==> src/rtl/alarm_beep_pkg.sv <==
// Shared definitions for the alarm beep timer: FSM state encoding and default widths.
package alarm_beep_pkg;

   localparam int DEF_CW  = 4;
   localparam int DEF_BW  = 3;
   localparam int STATE_W = 2;

   typedef enum logic [STATE_W-1:0] {
      IDLE = 2'd0,
      ON   = 2'd1,
      OFF  = 2'd2
   } state_e;

endpackage

==> src/rtl/alarm_beep_timer_down_counter.sv <==
// Loadable down counter with enable and zero flag; saturates at zero.
module beep_down_counter #(
   parameter int CW = alarm_beep_pkg::DEF_CW
) (
   input  logic          clk,
   input  logic          rst,
   input  logic          load,
   input  logic          en,
   input  logic [CW-1:0] load_val,
   output logic [CW-1:0] count,
   output logic          zero
);

   logic [CW-1:0] count_r;

   // Counter register: load wins over decrement, never wraps below zero
   always_ff @(posedge clk or posedge rst) begin
      if (rst) begin
         count_r <= {CW{1'b0}};
      end else if (load) begin
         count_r <= load_val;
      end else if (en && (count_r != {CW{1'b0}})) begin
         count_r <= count_r - CW'(1'b1);
      end else begin
         count_r <= count_r;
      end
   end

   assign count = count_r;
   assign zero  = (count_r == {CW{1'b0}});

endmodule

==> src/rtl/alarm_beep_timer.sv <==
// Alarm beep sequencer: bursts of ON/OFF phases timed by tick strobes.
// Optional freeze input enabled by defining ALARM_BEEP_PAUSE_EN.
module alarm_beep_timer #(
   parameter int CW = alarm_beep_pkg::DEF_CW,
   parameter int BW = alarm_beep_pkg::DEF_BW
) (
   input  logic          clk,
   input  logic          rst,
   input  logic          tick,
   input  logic          start,
   input  logic          stop,
   input  logic [CW-1:0] t_on,
   input  logic [CW-1:0] t_off,
   input  logic [BW-1:0] burst,
`ifdef ALARM_BEEP_PAUSE_EN
   input  logic          pause,
`endif
   output logic          beep,
   output logic          busy,
   output logic          done,
   output logic [CW-1:0] count
);

   import alarm_beep_pkg::*;

   state_e        state_r;
   state_e        state_s;
   logic [BW-1:0] burst_left_r;
   logic [BW-1:0] burst_left_s;
   logic          beep_r;
   logic          busy_r;
   logic          done_r;
   logic          done_s;
   logic          cnt_load_s;
   logic          cnt_en_s;
   logic [CW-1:0] cnt_load_val_s;
   logic          cnt_zero_s;
   logic          freeze_s;

`ifdef ALARM_BEEP_PAUSE_EN
   assign freeze_s = pause;
`else
   assign freeze_s = 1'b0;
`endif

   beep_down_counter #(.CW(CW)) u_phase_cnt (
      .clk      (clk),
      .rst      (rst),
      .load     (cnt_load_s),
      .en       (cnt_en_s),
      .load_val (cnt_load_val_s),
      .count    (count),
      .zero     (cnt_zero_s)
   );

   // Next-state, counter control and done pulse; stop overrides everything
   always_comb begin
      state_s        = state_r;
      burst_left_s   = burst_left_r;
      cnt_load_s     = 1'b0;
      cnt_en_s       = 1'b0;
      cnt_load_val_s = {CW{1'b0}};
      done_s         = 1'b0;
      if (stop) begin
         state_s      = IDLE;
         burst_left_s = {BW{1'b0}};
         cnt_load_s   = 1'b1;
      end else begin
         case (state_r)
            IDLE: begin
               if (start) begin
                  state_s        = ON;
                  cnt_load_s     = 1'b1;
                  cnt_load_val_s = t_on;
                  burst_left_s   = burst;
               end else begin
                  state_s = IDLE;
               end
            end
            ON: begin
               if (tick && !freeze_s) begin
                  if (!cnt_zero_s) begin
                     cnt_en_s = 1'b1;
                  end else if (burst_left_r != {BW{1'b0}}) begin
                     state_s        = OFF;
                     cnt_load_s     = 1'b1;
                     cnt_load_val_s = t_off;
                  end else begin
                     state_s    = IDLE;
                     cnt_load_s = 1'b1;
                     done_s     = 1'b1;
                  end
               end else begin
                  state_s = ON;
               end
            end
            OFF: begin
               if (tick && !freeze_s) begin
                  if (!cnt_zero_s) begin
                     cnt_en_s = 1'b1;
                  end else begin
                     state_s        = ON;
                     cnt_load_s     = 1'b1;
                     cnt_load_val_s = t_on;
                     burst_left_s   = burst_left_r - BW'(1'b1);
                  end
               end else begin
                  state_s = OFF;
               end
            end
            default: begin
               state_s      = IDLE;
               burst_left_s = {BW{1'b0}};
               cnt_load_s   = 1'b1;
            end
         endcase
      end
   end

   // State, burst tracking and registered outputs derived from the next state
   always_ff @(posedge clk or posedge rst) begin
      if (rst) begin
         state_r      <= IDLE;
         burst_left_r <= {BW{1'b0}};
         beep_r       <= 1'b0;
         busy_r       <= 1'b0;
         done_r       <= 1'b0;
      end else begin
         state_r      <= state_s;
         burst_left_r <= burst_left_s;
         beep_r       <= (state_s == ON);
         busy_r       <= (state_s != IDLE);
         done_r       <= done_s;
      end
   end

   assign beep = beep_r;
   assign busy = busy_r;
   assign done = done_r;

endmodule

==> config.mk <==
export PLATFORM = sky130hd
export DESIGN_NAME = alarm_beep_timer
export DESIGN_NICKNAME = d
export VERILOG_FILES = /design/src/rtl/alarm_beep_pkg.sv /design/src/rtl/alarm_beep_timer_down_counter.sv /design/src/rtl/alarm_beep_timer.sv
export SDC_FILE = /design/constraint.sdc
export NUM_CORES = 1
export LEC_CHECK = 0
export BUFFER_PORTS_ARGS = -buffer_cell sky130_fd_sc_hd__buf_2
export CORE_MARGIN = 3
export CORE_UTILIZATION = 25
export DETAILED_ROUTE_END_ITERATION = 8
export PLACE_DENSITY = 0.42
export SLEW_MARGIN = 20
export SYNTH_ARGS = -nofsm -noshare
export SYNTH_HDL_FRONTEND = slang
export SYNTH_HIERARCHICAL = 1
export SYNTH_SLANG_ARGS = --single-unit
==> constraint.sdc <==
create_clock -name clk -period 2.5 [get_ports clk]
set_input_delay 0.5 -clock clk [delete_from_list [all_inputs] [get_ports clk]]
set_output_delay 0.5 -clock clk [all_outputs]
set_load 0.01 [all_outputs]
==> impl_metrics.yaml, run 1 <==
synthesis:
  synth-warning-count: 6
  syn_nets: 124
  synthesis.area_sq_um: 917.1
  yosys.area.top_type: "dfrtp_1"
  synth_seq_cells: 12
  ys_seq_area_frac: 0.3274
  netlist_instances: 101
  async_flop_share: 1.000
  synth.area.top_cells: "dfrtp_1 33%, ha_1 9.5%, a21oi_1 4.9%"
  post_synth_num_cell_types: 35
  yosys-top-cells-count: "12 x dfrtp_1, 12 x inv_1, 9 x a21oi_1"
  synth_edf_count: 0
  syn_avg_cell_area_sq_um: 9.080
  synthFlopType: "dfrtp_1"
  synth_top_cell_area_share: 0.3274
clock_tree:
  clk_latency_ns: 0.24
  cts_made_buffers: 3
  cts_root_buffer: "clkbuf_8"
  cts_hold_buf: 0
  cts_resized: 0
  cts_tree: "done"
  h-tree-depth: 1
  post_cts_buffers: 0
  cts.sinks: 12
  clkTransAtPathRegs_ns: 0.05
  clk_path_buf_depth: 2
sta:
  timing.final.crit_share: 0.9022
  slew_violations: 0
  worst_hold_slack_ns: 0.1424
  max_freq_mhz: 443.4
  tns_ns: 0
  layout_setup_ws_ns: 0.2446
  fin_skew_ns: 0.005186
  fin_crit_ns: 2.255
  hold_viol: 0
  rsz0062_at_grt: "false"
  finalSetupViolCount: 0
  worst_pin_slew_ns: 0.5012
  slew_headroom: 0.6652
power:
  power_mw: 0.5833
  peakVddDrop_uv: 196.5
  power_density_nw_per_um2: 523.2
  power_leakage_nw: 0.5390
layout:
  nNetsFinal: 147
  drive_gt1_frac: 0.2683
  multi_input_area_sq_um: 531.8
  diodes: 0
  nFillCells: 366
  stdcell_count: 169
  synthToLayoutAreaGrowth_pct: 21.56
  register_area_sq_um: 300.3
drt:
  num_vias: 823
  top_layer_used: "met4"
  route.met2.wl_mm: 1.051
  drt_pass1_iterations: 4
  routed_via_density: 4.870
  wl_met1_microns: 962
  wl_per_cell_microns: 12.76
  wl_met3_microns: 133
  finalWirelength_mm: 2.157
  drc: 0
  drtAntennaViolNets: 0
  drt_iter0_markers: 40
worst_setup_path:
  rrSetupSlack_ns: 0.24
  worstSetupPathType: "reg -> reg"
  path_buf_inv: 2
  r2r_end: "u_phase_cnt/count[3]$_DFFE_PP0P_"
  worstPathArrival_ns: 2.38
  end_kind: "flip-flop"
  worstRegToRegCells: 8
  crit_slowest_cell: "dfrtp_1"
  worstPathMaxFanout: 9
  cp_top_family: "simple AND/OR/NAND/NOR gates"
  critPathLaunchType: "flip-flop"
  crit_chain: "inv_1 > ha_1 > or3b_4 > inv_1 > nor4b_2 > nor4b_2 > nor3b_1 > a221o_1"
  reg2reg_from: "u_phase_cnt/count[0]$_DFFE_PP0P_"
  required_ns: 2.62
  cpPeakStageDelay_ns: 0.38
floorplan:
  fp.dieW_microns: 66.57
  dieArea_sq_um: 4432
  die_y_microns: 66.57
  num_rows: 21
  num_io_pins: 23
  start_util: 0.2664
  core_area_sq_um: 3442
global_route:
  grt_antenna_before_repair: 0
  grt_pass1_wl_mm: 3.436
  grt_pass1_vias: 751
  grt_overflow: 0
  grt_use_total: 0.1029
  grt_max_degree: 11
outcome:
  status: "finished, final reports clean"
placement:
  pre_cts_slack_ns: 0.2717
  dp_cells: 165
  numPortBuffers: 22
  post-dp-hpwl_mm: 1.738
  gp_congestion: 0.7227
run:
  maxCapViolations: 0
min_path:
  hold_path.class: "in -> async"
==> registers in the layout, summed over array words and instances (netlist names) <==
register / count
u_phase_cnt/count: 4
burst_left_r: 3
state_r: 2
beep: 1
busy: 1
done: 1
==> metrics by stage <==
stage	area [sq um]	utilization
4_1_cts	1115	0.3239
3_3_place_gp	1060	0.3079
6_report	1115	0.3239
2_1_floorplan	923.4	-
3_5_place_dp	1060	0.3079
5_1_grt	1115	0.3239
==> routing by layer <==
metal,track usage,vias up
met4,0.03046,0
met2,0.1683,26
met5,0,-
met3,0.03541,3
li1,-,407
met1,0.1265,387
==> area by class of cell <==
class	count	share of cell area
multi-input cells	71	0.4770
flip-flops and latches	12	0.2694
repair buffers	24	0.1122
well taps	46	0.05163
clock buffers	4	0.04938
inverters	12	0.04040
==> kinds of logic (layout without fill, tap and decap cells) <==
| group | Yosys count | count (layout) | share of synthesized area |
|---|---|---|---|
| AO/OA/AOI/OAI | 33 | 33 | 0.2688 |
| AND/OR/NAND/NOR | 31 | 31 | 0.2087 |
| buffers and inverters | 18 | 40 | 0.09958 |
| flip-flops | 12 | 12 | 0.3274 |
| adder cells (fa/ha/maj) | 7 | 7 | 0.09549 |
==> where the power goes <==
part	internal, mW	switching (mW)
sequential	0.209	0.0123
clock	0.139	0.0718
combinational	0.0656	0.0852
==> worst max-delay path by stage <==
stage	from	to	cells past startpoint
4_1_cts	u_phase_cnt/count[0]$_DFFE_PP0P_	u_phase_cnt/count[3]$_DFFE_PP0P_	8
6_report	u_phase_cnt/count[0]$_DFFE_PP0P_	u_phase_cnt/count[3]$_DFFE_PP0P_	8
3_5_place_dp	u_phase_cnt/count[0]$_DFFE_PP0P_	u_phase_cnt/count[3]$_DFFE_PP0P_	8
3_3_place_gp	u_phase_cnt/count[0]$_DFFE_PP0P_	u_phase_cnt/count[3]$_DFFE_PP0P_	8
2_1_floorplan	u_phase_cnt/count[0]$_DFFE_PP0P_	u_phase_cnt/count[3]$_DFFE_PP0P_	9
5_1_grt	u_phase_cnt/count[0]$_DFFE_PP0P_	u_phase_cnt/count[3]$_DFFE_PP0P_	8
==> layout by cell type (no fill, tap or decap), drive strengths merged, types with 4 or more instances in the layout <==
master,count
nand2b,4
ha,7
clkbuf,4
inv,12
nor2,5
dfrtp,12
a22oi,4
nand2,7
buf,24
a21oi,9
Power figures use the tool's default switching activity.
==> inputs of run 2 (changes only) <==
--- a/config.mk
+++ b/config.mk
@@ -9,7 +9,7 @@
 export CORE_MARGIN = 3
 export CORE_UTILIZATION = 25
 export DETAILED_ROUTE_END_ITERATION = 8
-export PLACE_DENSITY = 0.42
+export PLACE_DENSITY = 0.55
 export SLEW_MARGIN = 20
 export SYNTH_ARGS = -nofsm -noshare
 export SYNTH_HDL_FRONTEND = slang
==> run 2 against run 1 <==
Net effect: flip-flop and latch count stayed put; maximum frequency grew 0.72%; via count increased by 1.7%; worst hold slack improved by 0.0042 ns; register-to-register slack better by 0.02 ns; first-iteration DRC count shrank 30%; design area did not move; wire length is 4.8% lower.
==> impl_metrics.yaml, run 2 (same netlist as run 1, synthesis figures left out) <==
outcome:
  status: "finished, final reports clean"
sta:
  rsz0062_at_grt: "false"
  fin_crit_ns: 2.239
  tns_ns: 0
  max_freq_mhz: 446.6
  finalSetupViolCount: 0
  slew_violations: 0
  fin_skew_ns: 0.006258
  slew_headroom: 0.7137
  timing.final.crit_share: 0.8957
  layout_setup_ws_ns: 0.2608
  worst_pin_slew_ns: 0.4285
  hold_viol: 0
run:
  maxCapViolations: 0
power:
  peakVddDrop_uv: 279.6
  power_leakage_nw: 0.5390
  power_mw: 0.5789
  power_density_nw_per_um2: 519.3
drt:
  finalWirelength_mm: 2.053
  routed_via_density: 4.953
  wl_per_cell_microns: 12.15
  drc: 0
  drt_iter0_markers: 28
  drt_pass1_iterations: 4
  wl_met3_microns: 125
  num_vias: 837
  top_layer_used: "met3"
  wl_met1_microns: 993
  route.met2.wl_microns: 935
  drtAntennaViolNets: 0
global_route:
  grt_overflow: 0
  grt_max_degree: 11
  grt_pass1_wl_mm: 3.525
  grt_antenna_before_repair: 0
  grt_use_total: 0.1021
  grt_pass1_vias: 822
floorplan:
  core_area_sq_um: 3442
  num_io_pins: 23
  die_y_microns: 66.57
  dieArea_sq_um: 4432
  fp.dieW_microns: 66.57
  start_util: 0.2664
  num_rows: 21
worst_setup_path:
  worstSetupPathType: "reg -> reg"
  required_ns: 2.62
  worstPathArrival_ns: 2.36
  critPathLaunchType: "flip-flop"
  end_kind: "flip-flop"
  worstPathMaxFanout: 9
layout:
  nNetsFinal: 147
  synthToLayoutAreaGrowth_pct: 21.56
  nFillCells: 367
  largest_register_ffs: 4
  mostFrequentLayoutCells: "22 x buf_2, 12 x inv_1, 12 x dfrtp_1"
  drive_gt1_frac: 0.2683
  layout_commonest_cell: "buf_2"
  diodes: 0
placement:
  gp_congestion: 0.8821
  post-dp-hpwl_mm: 1.664
  pre_cts_slack_ns: 0.2832
  numPortBuffers: 22
clock_tree:
  cts.sinks: 12
  clk_path_buf_depth: 2
  clk_latency_ns: 0.24
  cts_made_buffers: 3
  cts_hold_buf: 0
  cts_resized: 0
  h-tree-depth: 1
  clkTransAtPathRegs_ns: 0.05
  post_cts_buffers: 0
  cts_root_buffer: "clkbuf_8"
  cts_tree: "done"
min_path:
  hold_path.class: "in -> async"
[run 2: report_power, final]
| group | leakage, nW | internal, mW | total, mW | switching (mW) |
|---|---|---|---|---|
| Sequential | 0.161 | 0.209 | 0.221 | 0.0118 |
| Combinational | 0.350 | 0.0662 | 0.152 | 0.0862 |
| Clock | 0.0288 | 0.139 | 0.206 | 0.0668 |
| Total | 0.539 | 0.414 | 0.579 | 0.165 |
[run 2: final cells by class]
type	instances	area [sq um]	area share
timing repair buffer	24	125.1	0.1122
multi-input combinational	71	531.8	0.4770
inverter	12	45.04	0.04040
clock buffer	4	55.05	0.04938
tap	46	57.56	0.05163
sequential	12	300.3	0.2694
[run 2: metal layers]
layer | vias up | GRT usage
met5 | - | 0
met1 | 404 | 0.1326
met3 | 0 | 0.03204
met4 | 0 | 0.01269
met2 | 20 | 0.1696
li1 | 413 | -
[run 2: per-stage QoR]
| stage | hold slack (ns) | instances | area (sq um) | utilization |
|---|---|---|---|---|
| 2_1_floorplan | 0.2661 | 101 | 923.4 | - |
| 3_3_place_gp | 0.4054 | 165 | 1060 | 0.3079 |
| 3_5_place_dp | 0.4046 | 165 | 1060 | 0.3079 |
| 4_1_cts | 0.1452 | 169 | 1115 | 0.3239 |
| 5_1_grt | 0.1598 | 169 | 1115 | 0.3239 |
| 6_report | 0.1466 | 169 | 1115 | 0.3239 |
[run 2: path summary, 6_finish.rpt]
kind | slack [ns] | end | cells past startpoint | startpoint
worst max-delay path | 0.26 | u_phase_cnt/count[3]$_DFFE_PP0P_ | 8 | u_phase_cnt/count[0]$_DFFE_PP0P_
worst min-delay path | 0.15 | u_phase_cnt/count[1]$_DFFE_PP0P_ | 2 | rst
worst max register to register | 0.26 | u_phase_cnt/count[3]$_DFFE_PP0P_ | 8 | u_phase_cnt/count[0]$_DFFE_PP0P_
worst min register to register | 0.54 | burst_left_r[1]$_DFFE_PP0P_ | 2 | burst_left_r[1]$_DFFE_PP0P_
max in group asynchronous | 2.08 | burst_left_r[1]$_DFFE_PP0P_ | 2 | rst
min in group clk | 0.52 | burst_left_r[1]$_DFFE_PP0P_ | 2 | stop
[run 2: critical path: stages, from the launching register on]
cell	delay, ns
dfrtp_1	0.37
inv_1	0.08
ha_1	0.24
or3b_4	0.27
inv_1	0.13
nor4b_2	0.37
nor4b_2	0.31
nor3b_1	0.09
a221o_1	0.26
==> inputs of run 3 (changes only) <==
--- a/config.mk
+++ b/config.mk
@@ -7,9 +7,9 @@
 export LEC_CHECK = 0
 export BUFFER_PORTS_ARGS = -buffer_cell sky130_fd_sc_hd__buf_2
 export CORE_MARGIN = 3
-export CORE_UTILIZATION = 25
+export CORE_UTILIZATION = 46
 export DETAILED_ROUTE_END_ITERATION = 8
-export PLACE_DENSITY = 0.55
+export PLACE_DENSITY = 0.83
 export SLEW_MARGIN = 20
 export SYNTH_ARGS = -nofsm -noshare
 export SYNTH_HDL_FRONTEND = slang
==> run 3 against run 2 <==
Net effect: total power shrank 15%; register-to-register slack worse by 0.06 ns; clock-buffer cell count down 1; maximum frequency fell by 2.6%; combinational power is essentially flat; utilization rose by 26 points; non-clock buffer count fell by 1; cell count shrank 14%; design area is 5.9% lower; via count grew 3.1%; clock power shrank 43%; flip-flop and latch count unchanged; largest power group unchanged; highest routed layer is now met4.
==> impl_metrics.yaml, run 3 (same netlist as run 1, synthesis figures left out) <==
worst_setup_path:
  critPathLaunchType: "flip-flop"
  required_ns: 2.66
  cpPeakStageDelay_ns: 0.42
  end_kind: "flip-flop"
  cp_top_family: "simple AND/OR/NAND/NOR gates"
  path_buf_inv: 2
  worstPathArrival_ns: 2.46
  crit_chain: "inv_1 > ha_1 > or3b_4 > inv_1 > nand3_1 > nand2_1 > nor3_1 > a221o_1"
  worstPathMaxFanout: 9
  worstSetupPathType: "reg -> reg"
  crit_slowest_cell: "or3b_4"
  crit_path_frequent_cell: "inv_1"
layout:
  drive_gt1_frac: 0.2562
  nNetsFinal: 146
  stdcell_count: 146
  mostFrequentLayoutCells: "22 x buf_2, 12 x inv_1, 12 x dfrtp_1"
  synthToLayoutAreaGrowth_pct: 14.33
  register_area_sq_um: 300.3
  layout_commonest_cell: "buf_2"
  multi_input_area_sq_um: 531.8
  largest_register_ffs: 4
  nFillCells: 174
  diodes: 0
clock_tree:
  clkTransAtPathRegs_ns: 0.07
  cts_root_buffer: "clkbuf_4"
  cts_hold_buf: 0
  cts_tree: "done"
  clk_path_buf_depth: 2
  cts_made_buffers: 3
  clk_latency_ns: 0.27
  h-tree-depth: 1
  cts.sinks: 12
  cts_resized: 0
  post_cts_buffers: 0
placement:
  numPortBuffers: 22
  post-dp-hpwl_mm: 1.674
  gp_congestion: 0.7882
  dp_cells: 143
power:
  peakVddDrop_uv: 307.6
  power_leakage_nw: 0.5195
  power_density_nw_per_um2: 467.8
sta:
  rsz0062_at_grt: "false"
  timing.final.crit_share: 0.9192
  slew_violations: 0
  max_freq_mhz: 435.1
  tns_ns: 0
  finalSetupViolCount: 0
  fin_crit_ns: 2.298
  hold_viol: 0
  fin_skew_ns: 0.006079
  slew_headroom: 0.7045
  worst_pin_slew_ns: 0.4423
floorplan:
  start_util: 0.5090
  dieArea_sq_um: 2565
  num_rows: 15
  die_y_microns: 50.65
  fp.dieW_microns: 50.65
  core_area_sq_um: 1802
  num_io_pins: 23
global_route:
  grt_max_degree: 11
  grt_overflow: 0
  grt_antenna_before_repair: 0
  grt_pass1_vias: 866
  grt_use_total: 0.1978
  grt_pass1_wl_mm: 3.898
drt:
  drt_pass1_iterations: 4
  finalWirelength_mm: 2.163
  routed_via_density: 5.911
  wl_per_cell_microns: 14.82
  drc: 0
  num_vias: 863
  drtAntennaViolNets: 0
  drt_iter0_markers: 24
outcome:
  status: "finished, final reports clean"
min_path:
  hold_path.class: "in -> async"
run:
  maxCapViolations: 0
==> run 3: changes by cell type in the layout (fill, tap and decap cells not counted) <==
cell / delta
clkbuf_8: -4
clkbuf_4: +3
buf_4: -1
==> run 3: worst paths after layout <==
kind	startpoint	endpoint	slack, ns	depth (start not counted)
worst max-delay path	u_phase_cnt/count[0]$_DFFE_PP0P_	u_phase_cnt/count[3]$_DFFE_PP0P_	0.20	8
worst min-delay path	rst	u_phase_cnt/count[3]$_DFFE_PP0P_	0.11	2
worst max register to register	u_phase_cnt/count[0]$_DFFE_PP0P_	u_phase_cnt/count[3]$_DFFE_PP0P_	0.20	8
worst min register to register	burst_left_r[1]$_DFFE_PP0P_	burst_left_r[1]$_DFFE_PP0P_	0.54	2
max in group asynchronous	rst	beep$_DFF_PP0_	2.08	2
min in group clk	stop	burst_left_r[2]$_DFFE_PP0P_	0.46	2
==> run 3: area by class of cell <==
type	count	share of cell area
Sequential cell	12	0.2864
Multi-Input combinational cell	71	0.5072
Tap cell	25	0.02983
Inverter	12	0.04296
Timing Repair Buffer	23	0.1122
Clock buffer	3	0.02148
==> run 3: layer usage <==
layer / vias up / share of wire / global-route usage
met5: - / 0 / 0
met2: 41 / 0.50 / 0.3196
met4: 0 / 0.027 / 0.1076
met3: 7 / 0.065 / 0.02967
met1: 408 / 0.41 / 0.2509
li1: 407 / - / -
==> run 3: worst register-to-register path, stage by stage (launching register included) <==
cell,delay (ns)
dfrtp_1,0.41
inv_1,0.11
ha_1,0.21
or3b_4,0.42
inv_1,0.23
nand3_1,0.14
nand2_1,0.27
nor3_1,0.09
a221o_1,0.32
==> run 3: where the power goes <==
| part | internal (mW) | total, mW | leakage (nW) | switching (mW) |
|---|---|---|---|---|
| registers | 0.209 | 0.221 | 0.161 | 0.0124 |
| logic | 0.0642 | 0.152 | 0.345 | 0.0876 |
| clock network | 0.0558 | 0.118 | 0.0138 | 0.0618 |
==> run 3: through the flow <==
step | hold WS [ns] | utilization | power [mW] | instance area, sq um | worst slack (ns)
after detailed placement | 0.4073 | 0.5694 | 0.3741 | 1026 | 0.2710
after global routing | 0.1174 | 0.5819 | 0.5264 | 1049 | 0.04923
after floorplan | 0.2661 | - | 0.3365 | 923.4 | 0.1831
after CTS | 0.1092 | 0.5819 | 0.4925 | 1049 | 0.2477
after global placement | 0.4029 | 0.5694 | 0.3658 | 1026 | 0.3312
final | 0.1110 | 0.5819 | 0.4904 | 1049 | 0.2019
